==> config.mk <==
export PLATFORM = sky130hd
export DESIGN_NAME = result_writer
export DESIGN_NICKNAME = d
export VERILOG_FILES = /design/src/rtl/minilab_pkg.sv /design/src/rtl/result_packer.sv /design/src/rtl/result_writer.sv
export SDC_FILE = /design/constraint.sdc
export NUM_CORES = 1
export LEC_CHECK = 0
export ABC_CLOCK_PERIOD_IN_PS = 2710
export BUFFER_PORTS_ARGS = -buffer_cell sky130_fd_sc_hd__clkbuf_2
export CORE_AREA = 10 10 159 198
export DETAILED_ROUTE_END_ITERATION = 7
export DIE_AREA = 0 0 169 208
export GPL_ROUTABILITY_DRIVEN = 0
export PLACE_DENSITY = 0.62
export SYNTH_ARGS = -nofsm -noshare
export SYNTH_HDL_FRONTEND = slang
export SYNTH_SLANG_ARGS = --single-unit
==> constraint.sdc <==
create_clock -name clk -period 2.71 [get_ports clk]
set_input_delay 0.271 -clock clk [delete_from_list [all_inputs] [get_ports clk]]
set_output_delay 0.271 -clock clk [all_outputs]
set_load 0.05 [all_outputs]
==> src/rtl/minilab_pkg.sv <==
// Shared types and constants for the result writer slice.
// Holds the writer FSM encoding and Avalon-MM data constants.
package minilab_pkg;

  // S_CKSUM keeps its code even when the checksum beat is compiled out,
  // so dbg_state decodes the same in every build.
  typedef enum logic [1:0] {
    S_IDLE  = 2'd0,
    S_WRITE = 2'd1,
    S_CKSUM = 2'd2,
    S_DONE  = 2'd3
  } wr_state_t;

  localparam int         AVM_DATA_WIDTH = 64;
  localparam logic [7:0] AVM_BE_ALL     = 8'hFF;

  function automatic int words_for(input int n);
    return (n + 1) / 2;
  endfunction

endpackage

==> src/rtl/result_packer.sv <==
// Combinational lane packer: two zero-extended lanes per 64-bit word.
// Ports: lanes (snapshot array), idx (word index) -> data (word idx).
module result_packer
  import minilab_pkg::*;
#(
  parameter int N         = 8,
  parameter int RES_WIDTH = 24,
  parameter int KW        = 2
) (
  input  logic [RES_WIDTH-1:0]      lanes [N],
  input  logic [KW-1:0]             idx,
  output logic [AVM_DATA_WIDTH-1:0] data
);

  // Lane 2k lands in the low half, lane 2k+1 in the high half.
  // A missing odd lane simply leaves the high half at zero.
  always_comb begin
    data = '0;
    for (int i = 0; i < N; i++) begin
      if (idx == KW'(i / 2)) begin
        data[32*(i%2) +: 32] = 32'(lanes[i]);
      end
    end
  end

endmodule

==> src/rtl/result_writer.sv <==
// Avalon-MM write master that snapshots N lane results and writes
// them as ceil(N/2) packed 64-bit single-beat writes from base_addr.
// Ports: clk, rst (sync, active-high), start, base_addr, c_in[N];
//   busy, done, avm_* write master, dbg_state (FSM encoding).
// Option: RESULT_WRITER_CHECKSUM_EN adds a final checksum beat.
module result_writer
  import minilab_pkg::*;
#(
  parameter int N          = 8,
  parameter int RES_WIDTH  = 24,
  parameter int ADDR_WIDTH = 32
) (
  input  logic                      clk,
  input  logic                      rst,
  input  logic                      start,
  input  logic [ADDR_WIDTH-1:0]     base_addr,
  input  logic [RES_WIDTH-1:0]      c_in [N],
  output logic                      busy,
  output logic                      done,
  output logic [ADDR_WIDTH-1:0]     avm_address,
  output logic                      avm_write,
  output logic [AVM_DATA_WIDTH-1:0] avm_writedata,
  output logic [7:0]                avm_byteenable,
  input  logic                      avm_waitrequest,
  output logic [1:0]                dbg_state
);

  localparam int NWORDS = words_for(N);
  localparam int KW     = (NWORDS > 1) ? $clog2(NWORDS) : 1;

`ifdef RESULT_WRITER_CHECKSUM_EN
  localparam wr_state_t AFTER_DATA = S_CKSUM;
`else
  localparam wr_state_t AFTER_DATA = S_DONE;
`endif

  wr_state_t             state;
  wr_state_t             state_nx;
  logic [RES_WIDTH-1:0]  snap [N];
  logic [ADDR_WIDTH-1:0] base_q;
  logic [KW-1:0]         k;
  logic [AVM_DATA_WIDTH-1:0] word;
  logic                  take;
  logic                  last;
  logic                  accept;

  // A start is only honoured when no transfer is in flight.
  assign take   = start && (state == S_IDLE || state == S_DONE);
  assign last   = (k == KW'(NWORDS - 1));
  assign accept = avm_write && !avm_waitrequest;

  assign avm_byteenable = AVM_BE_ALL;
  assign dbg_state      = state;

  result_packer #(
    .N         (N),
    .RES_WIDTH (RES_WIDTH),
    .KW        (KW)
  ) u_packer (
    .lanes (snap),
    .idx   (k),
    .data  (word)
  );

`ifdef RESULT_WRITER_CHECKSUM_EN
  logic [31:0] sum;

  always_comb begin
    sum = '0;
    for (int i = 0; i < N; i++) begin
      sum = sum + 32'(snap[i]);
    end
  end
`endif

  always_ff @(posedge clk) begin
    if (rst) begin
      state  <= S_IDLE;
      base_q <= '0;
      k      <= '0;
      for (int i = 0; i < N; i++) begin
        snap[i] <= '0;
      end
    end else begin
      state <= state_nx;
      if (take) begin
        snap   <= c_in;
        base_q <= base_addr;
        k      <= '0;
      end else if (state == S_WRITE && accept && !last) begin
        k <= k + 1'b1;
      end
    end
  end

  // Bus outputs are zero outside the write states, so a stalled beat
  // is held purely by the state and counter staying put.
  always_comb begin
    state_nx      = state;
    busy          = 1'b0;
    done          = 1'b0;
    avm_write     = 1'b0;
    avm_address   = '0;
    avm_writedata = '0;
    unique case (state)
      S_IDLE: begin
        if (start) state_nx = S_WRITE;
      end
      S_WRITE: begin
        busy          = 1'b1;
        avm_write     = 1'b1;
        avm_address   = base_q + ADDR_WIDTH'(k);
        avm_writedata = word;
        if (!avm_waitrequest && last) state_nx = AFTER_DATA;
      end
      S_CKSUM: begin
`ifdef RESULT_WRITER_CHECKSUM_EN
        busy          = 1'b1;
        avm_write     = 1'b1;
        avm_address   = base_q + ADDR_WIDTH'(NWORDS);
        avm_writedata = {32'h0, sum};
        if (!avm_waitrequest) state_nx = S_DONE;
`else
        state_nx = S_IDLE;
`endif
      end
      S_DONE: begin
        done = 1'b1;
        if (start) state_nx = S_WRITE;
      end
      default: state_nx = S_IDLE;
    endcase
  end

endmodule

# Word level (Yosys, flattened, before mapping)
# Cells that the tools add are included.
[word_totals] reg_bits=228 input_bits=228 output_inout_bits=109
[classes] add_sub_neg=2 eq_ne=8 muxes=15 reduce_logical=13
[ops] op="two-way mux 24 bit" n=8
[ops] op="two-way mux 64 bit" n=1
[ops] op="adder 32 x 2 -> 32 bit" n=1
[ops] op="two-way mux 32 bit" n=1
[ops] op="equality test 2 bit (second input constant)" n=4
[ops] op="case mux 2 bit (3 select lines)" n=1
[ops] op="logical AND 1 bit" n=5
[ops] op="equality test 2 x 1 -> 1 bit (second input constant)" n=2
[ops] op="zero test 2 bit" n=2
[ops] op="two-way mux 2 bit" n=2
[ops] op="inequality test 2 x 1 -> 1 bit (second input constant)" n=2
[ops] op="OR reduction 2 bit" n=2
[ops] op="adder 2 x 1 -> 2 bit (second input constant)" n=1
[ops] op="zero test 1 bit" n=2
[ops] op="two-way mux 1 bit" n=2
[ops] op="AND reduction 2 bit" n=1
[ops] op="logical OR 1 bit" n=1

# Longest topological paths before layout
# Gate-level depths: netlist of the first run.
[logic_depth] ltp_word=6 mapped_depth=8

# Modules after synthesis
# Synthesis of the first run repeated with hierarchy kept, for this count alone.
[unflattened] cells_unflattened=1297 area_unflattened_um2=10466.3
[by_module_without_submodules] module="result_writer" n_inst=1 cells_each=1222 area_per_inst_um2=9190.1
[by_module_without_submodules] module="result_packer" n_inst=1 cells_each=75 area_per_inst_um2=1276.2

# Worst setup path before layout of the first run
# Ideal clock, no wire load.
[synth_timing] path_kind="register to output" startpoint="register state[0] (netlist: dbg_state[0])" endpoint="output avm_address[19]" t_arrival_ns=3.332 setup_slack_ns=-0.893 path_stages_with_launch=5 path_cell_list="dfxtp_1 ha_1 clkbuf_1 nand2_1 o41ai_1"
[synth_via] elab_chain_len=2
[synth_lines] item="start: declaration" line_no="result_writer.sv:37" text="wr_state_t state;"
[synth_lines] item="start signal: assignment" line_no="result_writer.sv:85" text="state <= state_nx;"
[synth_lines] item="equality test 2 x 1 -> 1 bit" line_no="result_writer.sv:105" text="unique case (state)"
[synth_lines] item="two-way mux 32 bit" line_no="result_writer.sv:105"
[synth_lines] item="end: declaration" line_no="result_writer.sv:20" text="output logic [ADDR_WIDTH-1:0] avm_address,"
# Every way passes these cells.

# Final worst setup path of the first run
[layout_timing] startpoint="register k[0]" endpoint="output avm_address[20]"
[layout_via] elab_chain_len=2
[layout_lines] item="start: declaration" line_no="result_writer.sv:41" text="logic [KW-1:0] k;"
[layout_lines] item="start signal: assignment" line_no="result_writer.sv:91" text="k <= k + 1'b1;"
[layout_lines] item="adder 32 x 2 -> 32 bit" line_no="result_writer.sv:112" text="avm_address = base_q + ADDR_WIDTH'(k);"
[layout_lines] item="two-way mux 32 bit" line_no="result_writer.sv:105"
# Every way passes these cells.

==> results of run 1 <==
## tightest hold or removal path, cell delays in order
cell and delay (ps):
clkbuf_2 80, nand2_1 70, a21oi_1 60
## power by group through the flow
stage / combinational, W / clock, W / sequential (W)
6_report: 0.00523 / 0.00361 / 0.00441
3_5_place_dp: 0.00429 / 0 / 0.00441
3_3_place_gp: 0.00424 / 0 / 0.00439
5_1_grt: 0.00566 / 0.00380 / 0.00449
2_1_floorplan: 0.00296 / 0 / 0.00435
4_1_cts: 0.00477 / 0.00366 / 0.00436
## flip-flops by register name (all words and copies together) (netlist names)
name / count
dbg_state: 2
base_q: 32
k: 2
snap: 192
## timing repair
action,in CTS,in global routing
hold buffers,215,1
hold endpoints to repair,215,1
setup buffers,17,7
setup endpoints to repair,70,67
pin swaps,23,57
cloned,5,10
resized for setup,142,179
## through the flow
| step | TNS, ps | hold WS [ps] | total power, W | util, % | std cells |
|---|---|---|---|---|---|
| 2_1_floorplan | -5502 | 407.0 | 0.007314 | - | 1521 |
| 3_3_place_gp | 0 | 438.2 | 0.008627 | 47.86 | 2063 |
| 3_5_place_dp | 0 | 442.2 | 0.008704 | 47.86 | 2063 |
| 4_1_cts | -123.1 | 1.784 | 0.01279 | 61.58 | 2347 |
| 5_1_grt | -4885 | 2.399 | 0.01394 | 64.37 | 2371 |
| 6_report | -1014 | 10.94 | 0.01325 | 64.38 | 2372 |
## worst min-delay path by stage
stage | startpoint | to | slack (ps)
after floorplan | c_in[144] | snap[144] | 410
after global placement | snap[173] | snap[173] | 440
after detailed placement | snap[186] | snap[186] | 440
after CTS | c_in[50] | snap[50] | 2
after global routing | c_in[151] | snap[151] | 2
final | c_in[151] | snap[151] | 10
## cells in the mapped netlist (6+ instances only)
library cell	number
nand2_1	505
a21oi_1	288
dfxtp_1	228
clkbuf_1	118
inv_1	56
a211oi_1	49
a211o_1	48
and3b_1	48
buf_4	25
nor2_1	16
nand3_1	11
o31ai_1	10
or4_1	10
ha_1	9
nand4_1	9
xor2_1	8
buf_1	6
## cells by family after synthesis
logic type / count (synthesis) / synth area share (%)
DFF: 228 / 41.93
and+or+nand+nor: 630 / 25.51
other: 2 / 0.06898
muxes: 1 / 0.09195
AOI/OAI and AO/OA: 407 / 22.02
buffers and inverters: 208 / 8.114
adders and majority gates: 10 / 1.218
xor gates and xnor gates: 13 / 1.046
## cell type report
class,count,share of cell area (%)
clock buffer,39,4.413
tap,350,2.475
clock inverter,8,0.5374
antenna,7,0.09900
sequential,228,25.94
multi-input combinational,1088,35.63
timing repair buffer,595,29.66
inverter,57,1.245
## per-layer routing
layer | vias up | GRT usage, %
met2 | 531 | 39.98
met1 | 5968 | 26.69
met5 | - | 0
met3 | 145 | 4.997
li1 | 5982 | -
met4 | 0 | 9.361
==> flow_summary.yaml, run 1 <==
run_status:
  run_status: "finished, violations left"
  failed_checks: "negative setup slack"
logic_synthesis:
  syn-instance-count: 1499
  ys_seq_elements: 228
  netlist_area_sq_mm: 0.01089
  synth_top_cells_by_area: "dfxtp_1 42%, nand2_1 17%, a21oi_1 13%, clkbuf_1 4.1%, a211o_1 3.9%"
  number_of_flops_mapped_to_enable_cells_by_yosys: 0
  seq_area_frac_synth_pct: 41.93
  postSynth.topFlopCell: "dfxtp_1"
  yosysUniqueCellTypes: 40
  ys.warnings.count: 0
  synth-async-reset-ratio_pct: 0
  postSynthAreaPerCell_sq_um: 7.263
  synth_top_area_share_pct: 41.93
  netlist.top_cell.by_area: "dfxtp_1"
grt:
  grt_remaining_overflow: 0
  first_global_vias: 12787
  largest_net_degree_at_the_start_of_global_routing: 92
  antenna_found_initial: 6
  grt_pass1_wl_um: 68080
  grt_use_total_pct: 23.02
timing:
  setup_viol_count_final: 31
  number_of_max_slew_violations_in_the_final_report: 0
  rsz0062_at_grt: "yes"
  hold_violations: 0
  tightest_slew_ps: 672.6
  finalCriticalPeriod_ps: 2837
  fin_crit_sh_pct: 104.7
  skew_ps: 8.408
  slew_headroom_pct: 55.16
  maxClockFrequency_mhz: 352.5
  worst_setup_margin_ps: -126.9
power:
  power_per_cell_area_mw_per_mm2: 749.0
  cellInternalPower_w: 0.008147
  p_switching_w: 0.005105
  share_seq_of_total_power_pct: 33.3
  combinationalPowerShare_pct: 39.5
  leak_nw: 7.251
  irDropWorstVdd_mv: 0.4299
  power.switching_fraction_pct: 38.53
  power.share.clock_pct: 27.2
route:
  final_ant_viol_nets: 0
  wirelength_routed_um: 46010
  drt_iter0_drc: 999
  wl_met3_um: 3053
  vias_per_cell: 5.323
  drt_drc_violations_left: 0
  dr_total_vias: 12626
  maxUsedRoutingLayer: "met4"
  routed-wl-met2_um: 23360
  detailedRoute.firstPassIterationCount: 5
  detail_route.wl_per_cell_um: 19.40
  routedLengthMet1_um: 17760
setup_path:
  worst_r2r_endpoint: "snap[19]"
  kind_of_start_point_of_the_critical_path: "register"
  crit_end: "avm_address[20]"
  cp_data_required_time_ps: 2440
  worst_setup_ep_type: "output pin"
  critPathArrivalTime_ps: 2570
  worst_setup_path_startpoint: "k[0]"
  worstReg2RegStart: "dbg_state[0]"
  crit_fanout: 4
  path_cells: "ha_4 -> fa_2 -> and4_4 -> nand4_1 -> buf_6 -> nor4_4 -> mux2i_2 -> buf_12"
  critical-path-top-delay-family: "simple AND/OR/NAND/NOR gates"
  timing.reg2reg.worst_path_depth: 6
  timing.critical_path.buf_inv: 2
  reg2reg_setup_slack_ps: 600
  cp.depth: 8
  criticalPathCategory: "reg2out"
  critical_path.max_stage_delay_ps: 360
  critPathSlowestCell: "dfxtp_4"
cts:
  cts-root-buf: "clkbuf_16"
  worstSkewPairLatency_ps: 530
  cts_tree: "done"
  clk_transition_reported_paths_ps: 60
  cts.htree.levels: 1
  cts-root-to-sink-buffers: 3
  clock_sinks: 228
  number_of_buffers_created_by_cts: 26
finish:
  multiInputGateArea_sq_mm: 0.006305
  syn_to_final_growth_pct: 62.52
  fillerInstances: 2151
  final_common_cell: "nand2_1"
  design.final.nets: 2234
  most-common-layout-cells: "504 x nand2_1, 240 x clkbuf_2, 230 x a21oi_1"
  regArea_sq_mm: 0.004589
  share_of_final_layout_standard_cells_stronger_than_drive_strength_1_pct: 28.44
  final_area_sq_mm: 0.01769
min_path:
  hold_depth: 3
  hold_path.class: "in2reg"
floorplan:
  ioPinCount: 337
  dieHeight_um: 208
  fp-row-count: 68
  die_w_um: 169
  fp.dieArea_sq_mm: 0.03515
  floorplan.initialDensity_pct: 39.61
  coreArea_sq_mm: 0.02748
placement:
  hpwl_um: 25130
  io_buffer_count: 312
  dp_slack_ps: 147.4
  detailed_place.area_sq_mm: 0.01315
flow_run:
  maxCapViolCount: 0
No activity file was read; power rests on OpenSTA's default activity.
==> inputs of run 2 (changes only) <==
--- a/config.mk
+++ b/config.mk
@@ -11,7 +11,9 @@
 export DETAILED_ROUTE_END_ITERATION = 7
 export DIE_AREA = 0 0 169 208
 export GPL_ROUTABILITY_DRIVEN = 0
+export HOLD_SLACK_MARGIN = 0.05
 export PLACE_DENSITY = 0.62
+export SETUP_SLACK_MARGIN = 0.15
 export SYNTH_ARGS = -nofsm -noshare
 export SYNTH_HDL_FRONTEND = slang
 export SYNTH_SLANG_ARGS = --single-unit
==> run 2 against run 1 <==
  * Register-to-register slack got worse by 160 ps
  * Highest routed layer unchanged
  * Fmax decreased by 2.6%
  * Sequential power about the same
  * Combinational power increased by 1%
  * Final cell count increased by 1.3%
  * The run still ends with negative setup slack left
==> flow_summary.yaml, run 2 (same netlist as run 1, synthesis figures left out) <==
setup_path:
  timing.reg2reg.worst_path_depth: 6
  kind_of_start_point_of_the_critical_path: "register"
  path_cells: "ha_4 -> fa_2 -> and4_4 -> nand4_1 -> buf_6 -> nor4_4 -> mux2i_4 -> buf_12"
  critical_path.max_stage_delay_ps: 360
  cp.depth: 8
  timing.critical_path.buf_inv: 2
  worst_setup_ep_type: "output pin"
  reg2reg_setup_slack_ps: 440
  worst_r2r_endpoint: "base_q[28]"
  critPathArrivalTime_ps: 2640
  critical-path-top-delay-family: "simple AND/OR/NAND/NOR gates"
  critPathSlowestCell: "dfxtp_4"
  worstReg2RegStart: "dbg_state[0]"
  crit_fanout: 4
  criticalPathCategory: "reg2out"
  cp_data_required_time_ps: 2440
floorplan:
  fp-row-count: 68
  die_w_um: 169
  dieHeight_um: 208
  floorplan.initialDensity_pct: 39.61
  fp.dieArea_sq_mm: 0.03515
  coreArea_sq_mm: 0.02748
  ioPinCount: 337
timing:
  maxClockFrequency_mhz: 343.4
  slew_headroom_pct: 63.50
  worst_setup_margin_ps: -201.7
  setup_viol_count_final: 54
  rsz0062_at_grt: "yes"
  finalCriticalPeriod_ps: 2912
  skew_ps: 7.329
  fin_crit_sh_pct: 107.4
  fin_setup_tns_ps: -3935
  hold_violations: 0
  number_of_max_slew_violations_in_the_final_report: 0
  tightest_slew_ps: 546.9
finish:
  final_common_cell: "nand2_1"
  registers.top_by_ff_count: "snap"
  design.final.nets: 2265
  share_of_final_layout_standard_cells_stronger_than_drive_strength_1_pct: 29.07
  layout_top_registers: "snap: 192 flops, base_q: 32 flops"
  most-common-layout-cells: "503 x nand2_1, 237 x clkbuf_2, 228 x a21oi_1"
  number_of_flip_flops_under_the_largest_register_name: 192
  final_area_sq_mm: 0.01817
  syn_to_final_growth_pct: 66.88
route:
  detailedRoute.firstPassIterationCount: 5
  final_ant_viol_nets: 0
  vias_per_cell: 5.460
  dr_total_vias: 13120
  drt_drc_violations_left: 0
  detail_route.wl_per_cell_um: 19.57
  wirelength_routed_um: 47030
  drt_iter0_drc: 1052
power:
  fin_total_pwr_w: 0.01344
  leak_nw: 7.441
  power_per_cell_area_mw_per_mm2: 739.6
  irDropWorstVdd_mv: 0.4803
grt:
  grt_use_total_pct: 23.87
  grt_pass1_wl_um: 70350
  antenna_found_initial: 6
  first_global_vias: 13242
  grt_remaining_overflow: 0
  largest_net_degree_at_the_start_of_global_routing: 102
placement:
  io_buffer_count: 312
  dp_slack_ps: 142.9
  detailed_place.area_sq_mm: 0.01304
  hpwl_um: 24940
cts:
  worstSkewPairLatency_ps: 540
  clk_transition_reported_paths_ps: 60
  clock_sinks: 228
  cts_tree: "done"
  cts-root-buf: "clkbuf_16"
  cts.htree.levels: 1
  cts-root-to-sink-buffers: 3
  number_of_buffers_created_by_cts: 26
min_path:
  endpoint_with_the_worst_hold_slack: "snap[180]"
  hold_path.class: "in2reg"
  hold_depth: 2
  min_from: "rst"
flow_run:
  maxCapViolCount: 0
run_status:
  run_status: "finished, violations left"
  failed_checks: "negative setup slack"
==> run 2: cell types whose count changed in the layout (fill, tap and decap cells not counted), sizes merged <==
| cell | change |
|---|---|
| diode | -1 |
| clkbuf | -7 |
| dlygate4sd3 | +8 |
| inv | -1 |
| bufinv | +2 |
| clkinv | +6 |
| buf | +24 |
==> run 2: how the worst max path moves through the flow <==
stage	slack, ps	endpoint	from
finish	-200	avm_address[20]	k[0]
global route	-260	avm_address[20]	k[0]
CTS	-180	avm_address[20]	k[0]
detailed placement	140	avm_address[24]	k[0]
global placement	190	avm_address[30]	k[0]
floorplan	80	avm_writedata[53]	k[1]
==> run 2: cell type report <==
cell class	instances	area, sq um
fill	2036	9314
multi-input combinational	1088	6350
timing repair buffer	626	5658
sequential	228	4592
clock buffer	33	706.9
tap	350	437.9
inverter	57	219.0
clock inverter	15	188.9
antenna	6	15.01
==> run 2: what timing repair did <==
item	CTS	global route
endpoints found under the hold margin	224	0
pin swaps	44	42
hold buffers	224	0
endpoints found under the setup margin	78	78
gates resized for setup	237	128
buffers inserted	33	14
gates cloned	9	2
==> run 2: layer usage <==
| metal | vias to the layer above | GRT usage [%] | share of wire, % |
|---|---|---|---|
| met1 | 6228 | 27.23 | 38 |
| met2 | 659 | 41.07 | 49 |
| met4 | 0 | 10.85 | 5.0 |
| met5 | - | 0 | 0 |
| met3 | 180 | 5.714 | 7.9 |
| li1 | 6053 | - | - |
==> run 2: power by group <==
group          internal [W]  leakage, nW  switching (W)
sequential          0.00398         1.88       0.000441
clock               0.00223        0.445        0.00149
combinational       0.00203         5.12        0.00327
total               0.00825         7.44        0.00519
==> run 2: stage by stage <==
step | utilization [%] | cells | hold slack, ps
2_1_floorplan | - | 1521 | 407.0
3_3_place_gp | 47.45 | 2067 | 438.4
3_5_place_dp | 47.45 | 2067 | 442.0
4_1_cts | 64.20 | 2381 | 54.15
5_1_grt | 66.11 | 2403 | 72.09
6_report | 66.11 | 2403 | 72.47
==> inputs of run 3 (changes only) <==
--- a/config.mk
+++ b/config.mk
@@ -5,11 +5,12 @@
 export SDC_FILE = /design/constraint.sdc
 export NUM_CORES = 1
 export LEC_CHECK = 0
+export ABC_AREA = 1
 export ABC_CLOCK_PERIOD_IN_PS = 2710
 export BUFFER_PORTS_ARGS = -buffer_cell sky130_fd_sc_hd__clkbuf_2
-export CORE_AREA = 10 10 159 198
+export CORE_AREA = 10 10 158 196
 export DETAILED_ROUTE_END_ITERATION = 7
-export DIE_AREA = 0 0 169 208
+export DIE_AREA = 0 0 168 206
 export GPL_ROUTABILITY_DRIVEN = 0
 export HOLD_SLACK_MARGIN = 0.05
 export PLACE_DENSITY = 0.62
==> run 3 against run 2 <==
  * The flow now finishes without violations
  * Routed wire length is 9.9% lower
  * Count of clock-buffer cells in the layout is 1 higher
  * Critical path depth is 3 higher
  * Clock power is 12% lower
  * Die area is 1.5% lower
  * Clock skew is 4.4 ps higher
  * Non-clock buffer count is 86 lower
  * Highest routed layer unchanged
  * Worst setup slack better by 390 ps
  * Core utilization is 5.9 points lower
  * Sequential power is 11% higher
  * Final cell count is 0.37% higher
  * Combinational power is 20% higher
==> flow_summary.yaml, run 3 <==
timing:
  fin_setup_tns_ps: 0
  tightest_slew_ps: 703.5
  hold_violations: 0
  number_of_max_slew_violations_in_the_final_report: 0
  fin_crit_sh_pct: 93.19
  skew_ps: 11.71
  maxClockFrequency_mhz: 396.0
  rsz0062_at_grt: "yes"
  finalCriticalPeriod_ps: 2525
  setup_viol_count_final: 0
  slew_headroom_pct: 53.10
logic_synthesis:
  synth_top_cells_by_area: "dfxtp_1 43%, nor2_1 17%, o21ai_0 16%, nand2_1 4.9%, a21oi_1 4.6%"
  post-synth-top-count-cell: "nor2_1"
  netlist_area_sq_mm: 0.01070
  syn-instance-count: 1592
  number_of_flops_mapped_to_enable_cells_by_yosys: 0
  seq_area_frac_synth_pct: 42.65
  ys_top_cells_by_count: "480 x nor2_1, 334 x o21ai_0, 228 x dfxtp_1"
  ys_seq_elements: 228
  postSynth.topFlopCell: "dfxtp_1"
  postSynthAreaPerCell_sq_um: 6.723
  ys.warnings.count: 0
  synth-async-reset-ratio_pct: 0
  netlist.top_cell.by_area: "dfxtp_1"
  synth_top_area_share_pct: 42.65
  yosysUniqueCellTypes: 28
placement:
  hpwl_um: 26410
  io_buffer_count: 312
  detailed_place.area_sq_mm: 0.01324
grt:
  first_global_vias: 12548
  grt_busiest_layer: "met2"
  grt_pass1_wl_um: 64960
  grt_remaining_overflow: 0
  largest_net_degree_at_the_start_of_global_routing: 140
  grt_util_met2_pct: 39.57
  grtUsageMet3_pct: 4.698
  antenna_found_initial: 4
  use_met1_pct: 25.25
  grt_use_total_pct: 22.54
setup_path:
  criticalPathCategory: "reg2out"
  critical-path-top-delay-family: "simple AND/OR/NAND/NOR gates"
  path_cells: "ha_4 -> fa_2 -> nand2_4 -> nor2_8 -> nand2_8 -> nor2_4 -> nand2_1 -> nand2_1 -> nand2_2 -> nor2_4 -> buf_8"
  timing.critical_path.buf_inv: 1
  critical_path.max_stage_delay_ps: 370
  cp_data_required_time_ps: 2440
  worst_setup_ep_type: "output pin"
  kind_of_start_point_of_the_critical_path: "register"
  critPathArrivalTime_ps: 2250
  critPathSlowestCell: "dfxtp_4"
  crit_fanout: 6
cts:
  clock_sinks: 228
  clk_transition_reported_paths_ps: 60
  number_of_buffers_created_by_cts: 25
  cts-root-to-sink-buffers: 3
  cts.htree.levels: 1
  cts-root-buf: "clkbuf_16"
  worstSkewPairLatency_ps: 520
  cts_tree: "done"
floorplan:
  floorplan.initialDensity_pct: 39.19
  dieHeight_um: 206
  fp-row-count: 68
  ioPinCount: 337
  coreArea_sq_mm: 0.02731
  fp.dieArea_sq_mm: 0.03461
  die_w_um: 168
power:
  cellInternalPower_w: 0.008485
  power.switching_fraction_pct: 41.71
  irDropWorstVdd_mv: 0.4707
  combinationalPowerShare_pct: 43.8
  power_per_cell_area_mw_per_mm2: 884.7
  p_switching_w: 0.006071
  leak_nw: 7.037
  share_seq_of_total_power_pct: 33.8
  power.share.clock_pct: 22.4
route:
  drt_iter0_drc: 935
  detail_route.wl_per_cell_um: 17.56
  detailedRoute.firstPassIterationCount: 7
  dr_total_vias: 12543
  vias_per_cell: 5.200
  final_ant_viol_nets: 0
  wirelength_routed_um: 42360
  drt_drc_violations_left: 0
finish:
  number_of_flip_flops_under_the_largest_register_name: 192
  syn_to_final_growth_pct: 53.72
  final_common_cell: "nor2_1"
  final_area_sq_mm: 0.01645
  registers.top_by_ff_count: "snap"
  layout_top_registers: "snap: 192 flops, base_q: 32 flops"
  most-common-layout-cells: "467 x nor2_1, 333 x o21ai_0, 247 x clkbuf_2"
  design.final.nets: 2278
  share_of_final_layout_standard_cells_stronger_than_drive_strength_1_pct: 24.39
flow_run:
  maxCapViolCount: 0
run_status:
  run_status: "finished, final reports clean"
min_path:
  hold_path.class: "in2reg"
-- run 3: changes by cell type after synthesis, moves of 10 or more --
cell	before	now
nor2_1	16	480
nand2_1	505	140
o21ai_0	3	334
a21oi_1	288	99
nand3_1	11	94
a211oi_1	49	0
a211o_1	48	0
and3b_1	48	0
clkbuf_1	118	73
buf_2	1	36
inv_1	56	35
o31ai_1	10	0
or4_1	10	0
-- run 3: routing by layer --
metal,share of wire [%],vias up
met5,0,-
met4,5.2,0
met3,6.9,149
met2,50,541
met1,38,5789
li1,-,6064
-- run 3: area by class of cell --
class	count	area, sq um
Inverter	39	160.2
Fill cell	2414	10860
Clock buffer	34	719.4
Sequential cell	228	4573
Antenna cell	4	10.01
Clock inverter	11	66.31
Timing Repair Buffer	540	4710
Tap cell	350	437.9
Multi-Input combinational cell	1206	5776
-- run 3: logic make-up after synthesis --
| kind of cell | after synthesis | share of synthesized area, % |
|---|---|---|
| simple gates | 733 | 27.71 |
| compound gates | 436 | 20.42 |
| flops | 228 | 42.65 |
| buf+inv | 181 | 7.751 |
| fa+ha+maj | 10 | 1.239 |
| xor+xnor | 2 | 0.1637 |
| other cells | 2 | 0.07017 |
-- run 3: metrics by stage --
step | instances | setup slack, ps | hold slack (ps) | total power, W | util [%]
after floorplan | 1614 | 125.2 | 437.7 | 0.008916 | -
after global placement | 2158 | 535.6 | 456.5 | 0.01071 | 48.47
after detailed placement | 2158 | 493.7 | 464.3 | 0.01080 | 48.47
after CTS | 2402 | 133.0 | 50.20 | 0.01440 | 59.30
after global routing | 2412 | 63.28 | 57.82 | 0.01548 | 60.24
final | 2412 | 184.6 | 64.06 | 0.01456 | 60.24
-- run 3: worst paths after layout --
path | start | slack, ps | to | depth (start not counted)
max | k[0] | 180 | avm_address[26] | 11
min | c_in[99] | 60 | snap[99] | 3
max reg2reg | dbg_state[0] | 610 | base_q[15] | 7
min reg2reg | base_q[31] | 470 | base_q[31] | 2
-- run 3: what timing repair did --
| item | 4_1_cts | 5_1_grt |
|---|---|---|
| buffers inserted | 3 | 4 |
| endpoints found under the hold margin | 195 | 0 |
| resized for setup | 51 | 69 |
| cloned | 1 | 2 |
| endpoints found under the setup margin | 73 | 64 |
| pin swaps | 5 | 19 |
| hold buffers | 195 | 0 |
-- run 3: power by group through the flow --
stage / Sequential (W) / Clock [W] / Combinational (W)
global route: 0.00502 / 0.00345 / 0.00701
detailed placement: 0.00496 / 0 / 0.00584
floorplan: 0.00482 / 0 / 0.00409
finish: 0.00492 / 0.00326 / 0.00638
global placement: 0.00493 / 0 / 0.00578
CTS: 0.00489 / 0.00334 / 0.00618
-- run 3: worst min-delay path: cells and delay by family --
family,cells,cell delay (ps)
AO/OA/AOI/OAI,1,100
buffers and inverters,1,90
AND/OR/NAND/NOR,1,90
